[src/rtl/mem_port_arb.sv]
// Round-robin arbiter sharing one single-port memory interface among NREQ requesters.
// Optional burst hold (up to MAX_HOLD beats per owner) is enabled by defining MEM_ARB_BURST_HOLD_EN.
module mem_port_arb #(
    parameter int NREQ     = 2,
    parameter int ADDR_W   = 32,
    parameter int DATA_W   = 32,
    parameter int MAX_HOLD = 4
) (
    input  logic                       clk,
    input  logic                       rstn,
    input  logic [NREQ-1:0]            s_cs,
    input  logic [NREQ-1:0]            s_we,
    input  logic [NREQ*ADDR_W-1:0]     s_addr,
    input  logic [NREQ*DATA_W/8-1:0]   s_byte,
    input  logic [NREQ*DATA_W-1:0]     s_di,
    output logic [NREQ-1:0]            s_busy,
    output logic [DATA_W-1:0]          s_do,
    output logic [NREQ-1:0]            s_rvalid,
    output logic                       m_cs,
    output logic                       m_we,
    output logic [ADDR_W-1:0]          m_addr,
    output logic [DATA_W/8-1:0]        m_byte,
    output logic [DATA_W-1:0]          m_di,
    input  logic [DATA_W-1:0]          m_do,
    input  logic                       m_busy
);

    localparam int IW = (NREQ > 1) ? $clog2(NREQ) : 1;
    localparam int BW = DATA_W / 8;

    logic [IW-1:0] ptr;
    logic [IW-1:0] gnt_q;
    logic [IW-1:0] rd_owner_q;
    logic          hold_q;
    logic          rd_pend_q;

    logic [IW-1:0] gnt;
    logic [IW-1:0] rr_gnt;
    logic [IW-1:0] cand;
    logic          found;
    logic          req;
    logic          accept;

    assign req    = |s_cs;
    assign accept = m_cs & ~m_busy;
    assign s_do   = m_do;

    // Rotating search starting just after the last granted requester.
    always_comb begin
        rr_gnt = ptr;
        cand   = ptr;
        found  = 1'b0;
        for (int k = 1; k <= NREQ; k++) begin
            cand = IW'((int'(ptr) + k) % NREQ);
            if (!found && s_cs[cand]) begin
                rr_gnt = cand;
                found  = 1'b1;
            end
        end
    end

`ifdef MEM_ARB_BURST_HOLD_EN
    localparam int CW = $clog2(MAX_HOLD + 1);

    logic [CW-1:0] beat_cnt;
    logic          burst_keep;

    assign burst_keep = (beat_cnt != '0) && (beat_cnt < CW'(MAX_HOLD)) && s_cs[ptr];

    always_ff @(posedge clk or negedge rstn) begin
        if (!rstn) begin
            beat_cnt <= '0;
        end else if (accept) begin
            if (gnt != ptr) begin
                beat_cnt <= CW'(1);
            end else if (beat_cnt < CW'(MAX_HOLD)) begin
                beat_cnt <= beat_cnt + 1'b1;
            end
        end
    end
`endif

    // A stalled grant only sticks while its owner keeps cs asserted.
    always_comb begin
        gnt = rr_gnt;
        if (hold_q && s_cs[gnt_q]) begin
            gnt = gnt_q;
        end
`ifdef MEM_ARB_BURST_HOLD_EN
        else if (burst_keep) begin
            gnt = ptr;
        end
`endif
    end

    always_comb begin
        m_cs   = req;
        m_we   = 1'b0;
        m_addr = '0;
        m_byte = '0;
        m_di   = '0;
        for (int i = 0; i < NREQ; i++) begin
            if (req && (IW'(i) == gnt)) begin
                m_we   = s_we[i];
                m_addr = s_addr[i*ADDR_W +: ADDR_W];
                m_byte = s_byte[i*BW +: BW];
                m_di   = s_di[i*DATA_W +: DATA_W];
            end
        end
    end

    always_comb begin
        s_busy   = '0;
        s_rvalid = '0;
        for (int i = 0; i < NREQ; i++) begin
            s_busy[i]   = s_cs[i] & ~((IW'(i) == gnt) & ~m_busy);
            s_rvalid[i] = rd_pend_q & (IW'(i) == rd_owner_q);
        end
    end

    always_ff @(posedge clk or negedge rstn) begin
        if (!rstn) begin
            ptr        <= IW'(NREQ - 1);
            gnt_q      <= '0;
            hold_q     <= 1'b0;
            rd_owner_q <= '0;
            rd_pend_q  <= 1'b0;
        end else begin
            hold_q    <= m_cs & m_busy;
            rd_pend_q <= accept & ~m_we;
            if (m_cs & m_busy) begin
                gnt_q <= gnt;
            end
            if (accept) begin
                ptr <= gnt;
            end
            if (accept & ~m_we) begin
                rd_owner_q <= gnt;
            end
        end
    end

endmodule

[config.mk]
export PLATFORM = sky130hd
export DESIGN_NAME = mem_port_arb
export DESIGN_NICKNAME = d
export VERILOG_FILES = /design/src/rtl/mem_port_arb.sv
export SDC_FILE = /design/constraint.sdc
export NUM_CORES = 1
export LEC_CHECK = 0
export BUFFER_PORTS_ARGS = -buffer_cell sky130_fd_sc_hd__buf_4
export CAP_MARGIN = 0
export CORE_AREA = 2 2 110 112
export CTS_BUF_LIST = sky130_fd_sc_hd__clkbuf_8 sky130_fd_sc_hd__clkbuf_16
export DETAILED_ROUTE_END_ITERATION = 8
export DIE_AREA = 0 0 112 114
export PLACE_DENSITY = 0.53
export SETUP_SLACK_MARGIN = 0.05
export SLEW_MARGIN = 20
export SYNTH_ARGS = -nofsm -noshare
export SYNTH_HDL_FRONTEND = slang
export SYNTH_SLANG_ARGS = --single-unit
export TNS_END_PERCENT = 5
[constraint.sdc]
create_clock -name clk -period 4.2 [get_ports clk]
set_clock_uncertainty 0.05 [all_clocks]
set_input_delay 0.21 -clock clk [delete_from_list [all_inputs] [get_ports clk]]
set_output_delay 0.21 -clock clk [all_outputs]
set_load 0.05 [all_outputs]
==> results summary, run 1 <==
The run finished with clean final reports. The library cell appearing most often on the critical path is sky130_fd_sc_hd__buf_4. The area growth from synthesis to layout is 129%. Together, buffers and inverters on the worst path number 2. The hold violation total from the final report is 0. The capturing element type of the critical path is an output pin.

The maximum clock frequency came out at 0.355 GHz. The count of final max-slew check failures was 0. The total overflow reported by the global router is 0. Dividing the final minimum period by the clock period gives approximately 67%. The number of top-level design ports came out at ~280. The post-placement setup slack is around 1600 ps.

The final RePlAce weighted congestion came out at approximately 0.78. The chip width came out at 112 um. The repair_antennas step left the layout with diodes totalling 0. The startpoint class of the critical path is a flop. The largest total area in the synthesized netlist belongs to sky130_fd_sc_hd__a22o_1. The number of core rows is 40. The number of sinks on the clock net is 5. The mapped netlist covers 1230 sq um. By area the synthesized netlist is led by sky130_fd_sc_hd__a22o_1, sky130_fd_sc_hd__buf_4, sky130_fd_sc_hd__dfrtp_1, sky130_fd_sc_hd__buf_2, sky130_fd_sc_hd__dfstp_2. The starting density of the core came out at a little over a tenth. Counting every net in the synthesized netlist gives 325. Dividing the detail-routed via count by the number of cells gives ~4.1. The register bit count reported by yosys came out at 5. Grouping stages by cell kind, the critical path spends the most delay in compound AO/OA/AOI/OAI gates. The shortest period the worst path allows came out at 2820 ps. The clock latency on the worst-skew pair came out at 230 ps.

The signal on the critical path passes through nand2b_1, a31oi_4, buf_4, a22o_1, buf_4. Data on the critical path arrives at its endpoint at ~2600 ps. Clock-pin slew was measured on the worst setup and hold paths at roughly 30 ps. The critical path is of the reg -> out type. The first-pass GRT wire length came out at between 9000 and 10000 um. The pre-antenna-repair detailed-routing pass consisted of 4 iterations. The placed instances occupy a cell area of 2740 sq um.

The share of cells above drive strength 1 is between 70 and 80%. The core area came out at 11700 sq um. The area share of the leading cell type in the synthesized netlist is ~50%.

The aggregate routed wire length came out at between 6000 and 7000 um. Clock tree synthesis selected as its root buffer the cell sky130_fd_sc_hd__clkbuf_16. In this run the vertical extent of the chip is 114 um. Synthesis handed over a netlist of 150 instances. Setup repair after global routing left no endpoint under its margin.

The total number of nets in the final design is 501. The yosys synthesis warning count came out at 0. TritonCTS created 3 clock buffers. In this run the worst hold path is classified as in -> reg.

TritonCTS built the clock tree. The actual slew at the worst max-slew pin came out at 788 ps. The setup slack after layout came out at roughly 1400 ps.

The initial antenna violation count is 0. The number of distinct standard cells referenced by the synthesized netlist came out at 23. The largest single stage delay on the critical path is 690 ps. The highest net fanout along the worst path came out at 42.

The final route contains 1923 vias. The share of the Yosys chip area taken by registers is 10.2%. The worst hold slack came out at 225 ps. For this block, the initial DRC count from the detailed router was between 40 and 50. Detailed placement ended at an HPWL of 5290 um. The worst ir drop on vdd is 0.195 mV.

After routing the design area is 2830 sq um. The number of setup buffers added after CTS is 0. The number of DRC violations after detailed routing is 0. In this run the power density over the cells is a little over 300 nW/um^2.

The average instance in the mapped netlist occupies 8.23 sq um. The static power due to leakage is between 1.5 and 2 nW. The via count of the first global-routing pass is 1837. After routing, the total negative slack on setup checks comes to 0 ps. The largest individual stage delay along the critical path comes from the cell sky130_fd_sc_hd__a31oi_4. The worst-case headroom to the max-slew limit is approximately 47%. The reported max-cap violation count came out at 0. The count of input and output buffers is 216. The detail route stage leaves a number of antenna-violating nets equal to 0. The final setup violation count is 0. The maximum clock path buffer count came out at 2. The required time reported for the critical path endpoint came out at 3940 ps. The global-route usage over all layers is under 10%.

The largest net degree at the start of global routing is 43. The wire length per cell came out at 13.4 um. The H-tree level count came out at 1. The area enclosed by the die boundary came out at approximately 13000 sq um.
worst paths after layout:
path                               from         end  slack (ps)  cells past startpoint
worst min register to register      ptr         ptr         450                      2
worst max register to register      ptr   rd_pend_q        2640                      3
worst max-delay path                ptr    m_di[31]        1380                      5
min in group asynchronous          rstn  rd_owner_q         280                      2
max in group asynchronous          rstn         ptr        3630                      2
worst min-delay path            s_we[0]  rd_owner_q         220                      3
metrics by stage:
stage                     total power (W)  std cells  util [%]
after global placement           0.000704        467      23.4
after global routing             0.000897        472      24.2
after floorplan                  0.000551        150         -
final                            0.000857        472      24.2
after detailed placement         0.000709        467      23.4
after CTS                        0.000867        472      24.2
report_power, final:
group	internal [W]	switching (W)
combinational	0.000246	0.000395
clock	0.000123	0.0000310
sequential	0.0000566	0.00000543
total	0.000426	0.000432
cell usage after synthesis:
library cell                n
sky130_fd_sc_hd__and2_1     2
sky130_fd_sc_hd__inv_1      1
sky130_fd_sc_hd__nand2_1    2
sky130_fd_sc_hd__nor2b_1    2
sky130_fd_sc_hd__o21ai_0    5
sky130_fd_sc_hd__nor2_1     4
sky130_fd_sc_hd__mux2_2     1
sky130_fd_sc_hd__o32ai_2    1
sky130_fd_sc_hd__a31oi_1    2
sky130_fd_sc_hd__dfstp_2    1
sky130_fd_sc_hd__nand2b_1   2
sky130_fd_sc_hd__buf_2      7
sky130_fd_sc_hd__o21bai_1   1
sky130_fd_sc_hd__clkbuf_1   5
sky130_fd_sc_hd__o21a_1     1
sky130_fd_sc_hd__dfrtp_1    4
sky130_fd_sc_hd__buf_4     34
sky130_fd_sc_hd__o21ba_2    1
sky130_fd_sc_hd__o31a_1     1
sky130_fd_sc_hd__or2_2      1
sky130_fd_sc_hd__inv_2      1
sky130_fd_sc_hd__a22o_1    69
sky130_fd_sc_hd__buf_6      2
tightest hold or removal path, stage by stage:
cell and delay, ps:
sky130_fd_sc_hd__buf_4 90, sky130_fd_sc_hd__o21ai_0 70, sky130_fd_sc_hd__o21ai_0 80
metal layers:
| metal | wire, um | share of wire (%) | global-route usage [%] |
|---|---|---|---|
| met5 | 0 | 0 | 0 |
| met4 | 72 | 1.1 | 2.03 |
| met3 | 726 | 12 | 2.18 |
| met2 | 3250 | 52 | 16.8 |
| met1 | 2260 | 36 | 9.98 |
repair_timing:
item / in CTS / in global routing
gates resized for setup: 0 / 0
endpoints found under the hold margin: 5 / 0
hold buffers: 1 / 0
sequential cells by signal, summed over array words and instances, names as in the netlist:
| name | flops |
|---|---|
| rd_pend_q | 1 |
| gnt_q | 1 |
| hold_q | 1 |
| rd_owner_q | 1 |
| ptr | 1 |
logic make-up (layout without fill, tap and decap cells):
family,after synthesis,after routing,synth area share (%)
AOI/OAI and AO/OA,81,81,56.0
buffers and inverters,50,225,27.5
DFF,5,5,10.2
muxes,1,1,0.912
and+or+nand+nor,13,13,5.37
cells in the final DEF (no fill, tap or decap):
cell	instances
sky130_fd_sc_hd__buf_4	218
sky130_fd_sc_hd__a22o_1	69
sky130_fd_sc_hd__o21ai_0	5
sky130_fd_sc_hd__nor2_1	4
sky130_fd_sc_hd__dfrtp_1	4
sky130_fd_sc_hd__clkbuf_16	3
sky130_fd_sc_hd__nand2b_1	2
sky130_fd_sc_hd__and2_1	2
sky130_fd_sc_hd__nor2b_1	2
sky130_fd_sc_hd__inv_1	2
sky130_fd_sc_hd__nand2_1	2
sky130_fd_sc_hd__or2_2	1
sky130_fd_sc_hd__inv_2	1
sky130_fd_sc_hd__a31oi_4	1
sky130_fd_sc_hd__o31a_2	1
sky130_fd_sc_hd__a31oi_1	1
sky130_fd_sc_hd__o32ai_2	1
sky130_fd_sc_hd__o21a_1	1
sky130_fd_sc_hd__o21bai_1	1
sky130_fd_sc_hd__mux2_2	1
sky130_fd_sc_hd__o21ba_2	1
sky130_fd_sc_hd__dlygate4sd3_1	1
sky130_fd_sc_hd__dfstp_2	1
area by class of cell:
cell class              instances  area (sq um)
fillers                      1281          8880
repair buffers                219          1650
multi-input cells              95           786
well taps                     147           184
flip-flops and latches          5           126
clock buffers                   3          75.1
inverters                       2          7.51
clock inverters                 1          3.75
Note: power is estimated with default switching activity, not from simulation.
==> run 2: changes to the inputs <==
CORE_AREA = 2 2 108 110   (was 2 2 110 112)
DIE_AREA = 0 0 110 112   (was 0 0 112 114)
PLACE_DENSITY = 0.54   (was 0.53)
clock period = 2.8 ns   (was 4.2 ns; I/O delays follow)
==> results summary, run 2 (synthesis results as in run 1) <==
The number of DRC violations after detailed routing is 0 (unchanged). The detailed-router iteration count before antenna repair is 4 (unchanged). The static power due to leakage was 1.52 nW (was 1.51 nW).

The clock latency on the worst-skew pair came out at 230 ps (about the same). The family with the most delay on the worst path is compound AO/OA/AOI/OAI gates (unchanged). The highest net fanout along the worst path came to 39 (was 42). The number of vias per cell is 4.10 (was 4.07).

The violation count after the first detailed-routing iteration came out at 65 (was 44). The first-pass GRT wire length came out at 8510 um (was 9250 um). The total number of nets in the final design came to 502 (was 501). The shortest period the worst path allows is 2270 ps. RSZ-0062 raised after global routing: false (unchanged).

The via count of the first global-routing pass is 1878 (was 1837). The number of sinks on the clock net came out at 5 (unchanged). The clock tree from TritonCTS is done (unchanged). The count of input and output buffers came out at 216 (unchanged).

The total of fill cells in the finished design came out at 1192 (was 1281). The global-route usage over all layers was 8.41% (was 8.85%). The data arrival at the endpoint of the critical path is 2080 ps (was 2560 ps). The startpoint class of the critical path is a flop (unchanged). The cell type of the slowest stage on the worst timing path is sky130_fd_sc_hd__o31a_2 (was sky130_fd_sc_hd__a31oi_4). The met2 wire length came to 3320 um (was 3250 um).

The initial antenna violation count is 0 (unchanged). The synthesis-to-layout area growth was 130% (was 129%). The total clock buffers created by CTS came to 3 (unchanged). The final RePlAce weighted congestion is 0.700 (was 0.781). The power density over cell area was 452 nW/um^2 (was 303 nW/um^2).

The number of cells upsized or downsized after cts is 0 (unchanged). The uppermost layer routed was met4 (unchanged). The hold violation total from the final report came out at 0 (unchanged). The final antenna-violating net count came out at 0 (unchanged). The count of inserted antenna diode cells was 0 (unchanged). The number of top-level design ports came out at 281 (unchanged). The aggregate routed wire length came out at 5990 um (was 6310 um). The final setup violation count came out at 0 (unchanged). The path class of the lowest-slack min-delay path is in -> reg (unchanged).

The worst-case headroom to the max-slew limit was 56.5% (was 47.5%). The final critical-path share of the clock period is 80.9%. The actual slew at the worst max-slew pin is 653 ps (was 788 ps). The critical path class is reg -> out (unchanged). The starting density of the core is 11.1% (was 10.5%). The chip width is 110 um (was 112 um). The HPWL reported at the end of detailed placement came to 5010 um (was 5290 um). The height of the die is 112 um (was 114 um). The vias after detailed routing is 1922 (was 1923). The total overflow reported by the global router is 0 (unchanged). The reported max-cap violation count is 0 (unchanged). The most common cell after layout, fill and taps aside was sky130_fd_sc_hd__buf_4 (unchanged).

The maximum clock path buffer count is 2 (unchanged). The placed standard-cell area is 2760 sq um (was 2740 sq um). The relative contribution of sequential cells to total power is 7.2% (about the same).

Critical path cell sequence: nor2_1, o31a_2, buf_12, a22o_1, buf_4 (was nand2b_1, a31oi_4, buf_4, a22o_1, buf_4). The count of final max-slew check failures came to 0 (unchanged). The register clock-pin slew on the reported worst setup and hold paths came to 30 ps (about the same). The largest incremental delay on the critical path came out at 550 ps (was 690 ps). The wire length per cell is 12.8 um (was 13.4 um). The worst ir drop on vdd is 0.299 mV (was 0.195 mV). The setup TNS came out at 0 ps (unchanged). Status: finished clean (unchanged). The root buffer selected by CTS is sky130_fd_sc_hd__clkbuf_16 (unchanged). The reported net switching power came out at 0.000642 W (was 0.000432 W). The capturing element type of the critical path is an output pin (unchanged).

The core area is 11200 sq um (was 11700 sq um). The share of total power in the clock network is 17.8% (was 18.0%). The met1 layer wirelength in the final routing came out at 2040 um (was 2260 um).

The largest net degree at the start of global routing came out at 40 (was 43). The number of core rows came out at 39 (was 40). The share of cells above drive strength 1 came out at 70.6% (was 70.5%).

The buffering stage count on the worst path with inverters included is 2 (unchanged). The area enclosed by the die boundary came out at 12300 sq um (was 12800 sq um). The proportion of total power due to net switching came to 49.9% (was 50.3%). The internal power consumption came out at 0.000644 W (was 0.000426 W).

The met3 routed wirelength is 572 um (was 726 um). The H-tree level count is 1 (unchanged). The maximum clock frequency is 0.441 GHz. Most used cells in the layout excluding fill and tap cells: sky130_fd_sc_hd__buf_4, sky130_fd_sc_hd__a22o_1, sky130_fd_sc_hd__o21ai_0, sky130_fd_sc_hd__nor2_1, sky130_fd_sc_hd__dfrtp_1 (unchanged). The combinational cell fraction of total power came to 75.0% (was 74.8%).

The required time reported for the critical path endpoint came out at 2610 ps (was 3940 ps). The final design area excluding fillers came out at 2840 sq um (was 2830 sq um).
run 2: cell types whose count changed in the layout (fill, tap and decap cells not counted), sizes merged:
| cell | delta |
|---|---|
| buf | +1 |
run 2: metrics by stage:
stage / setup WS (ps) / total power [W] / hold WS, ps / util, % / cells
3_5_place_dp: 771 / 0.00106 / -107 / 24.7 / 464
2_1_floorplan: 925 / 0.000827 / -206 / - / 150
5_1_grt: 388 / 0.00134 / 204 / 25.5 / 469
4_1_cts: 533 / 0.00130 / 152 / 25.5 / 469
6_report: 534 / 0.00129 / 150 / 25.5 / 469
3_3_place_gp: 793 / 0.00105 / -107 / 24.7 / 464
run 2: path summary, 6_finish.rpt:
check	slack [ps]	startpoint	to	cells after the start
max	530	ptr	m_di[3]	5
min	150	s_we[0]	rd_owner_q	3
max reg2reg	1230	ptr	rd_pend_q	3
min reg2reg	450	ptr	ptr	2
max in group asynchronous	2310	rstn	ptr	2
min in group asynchronous	200	rstn	hold_q	2
run 2: what timing repair did:
action                    CTS  global route
hold endpoints to repair    5             0
hold buffers                1             0
buffers inserted            0             0
run 2: power by group through the flow:
stage	clock network [W]	registers (W)	logic, W
2_1_floorplan	0	0.0000909	0.000736
3_3_place_gp	0	0.0000930	0.000962
3_5_place_dp	0	0.0000936	0.000970
4_1_cts	0.000232	0.0000928	0.000973
5_1_grt	0.000237	0.0000949	0.00101
6_report	0.000229	0.0000925	0.000964
run 2: layer usage:
layer	global-route usage [%]	vias up
met4	1.86	0
met3	1.11	13
met1	8.30	888
met5	0	-
met2	17.6	114
li1	-	907
run 2: layout make-up:
class                      instances  area (sq um)  area share [%]
sequential                         5           126            4.44
clock inverter                     1          3.75           0.132
tap                              143           179            6.29
inverter                           2          7.51           0.264
timing repair buffer             220          1670            58.6
clock buffer                       3          75.1            2.64
multi-input combinational         95           786            27.6
run 2: tightest hold or removal path, stage by stage:
cell and delay (ps):
sky130_fd_sc_hd__buf_4 100, sky130_fd_sc_hd__o21ai_0 70, sky130_fd_sc_hd__o21ai_0 80
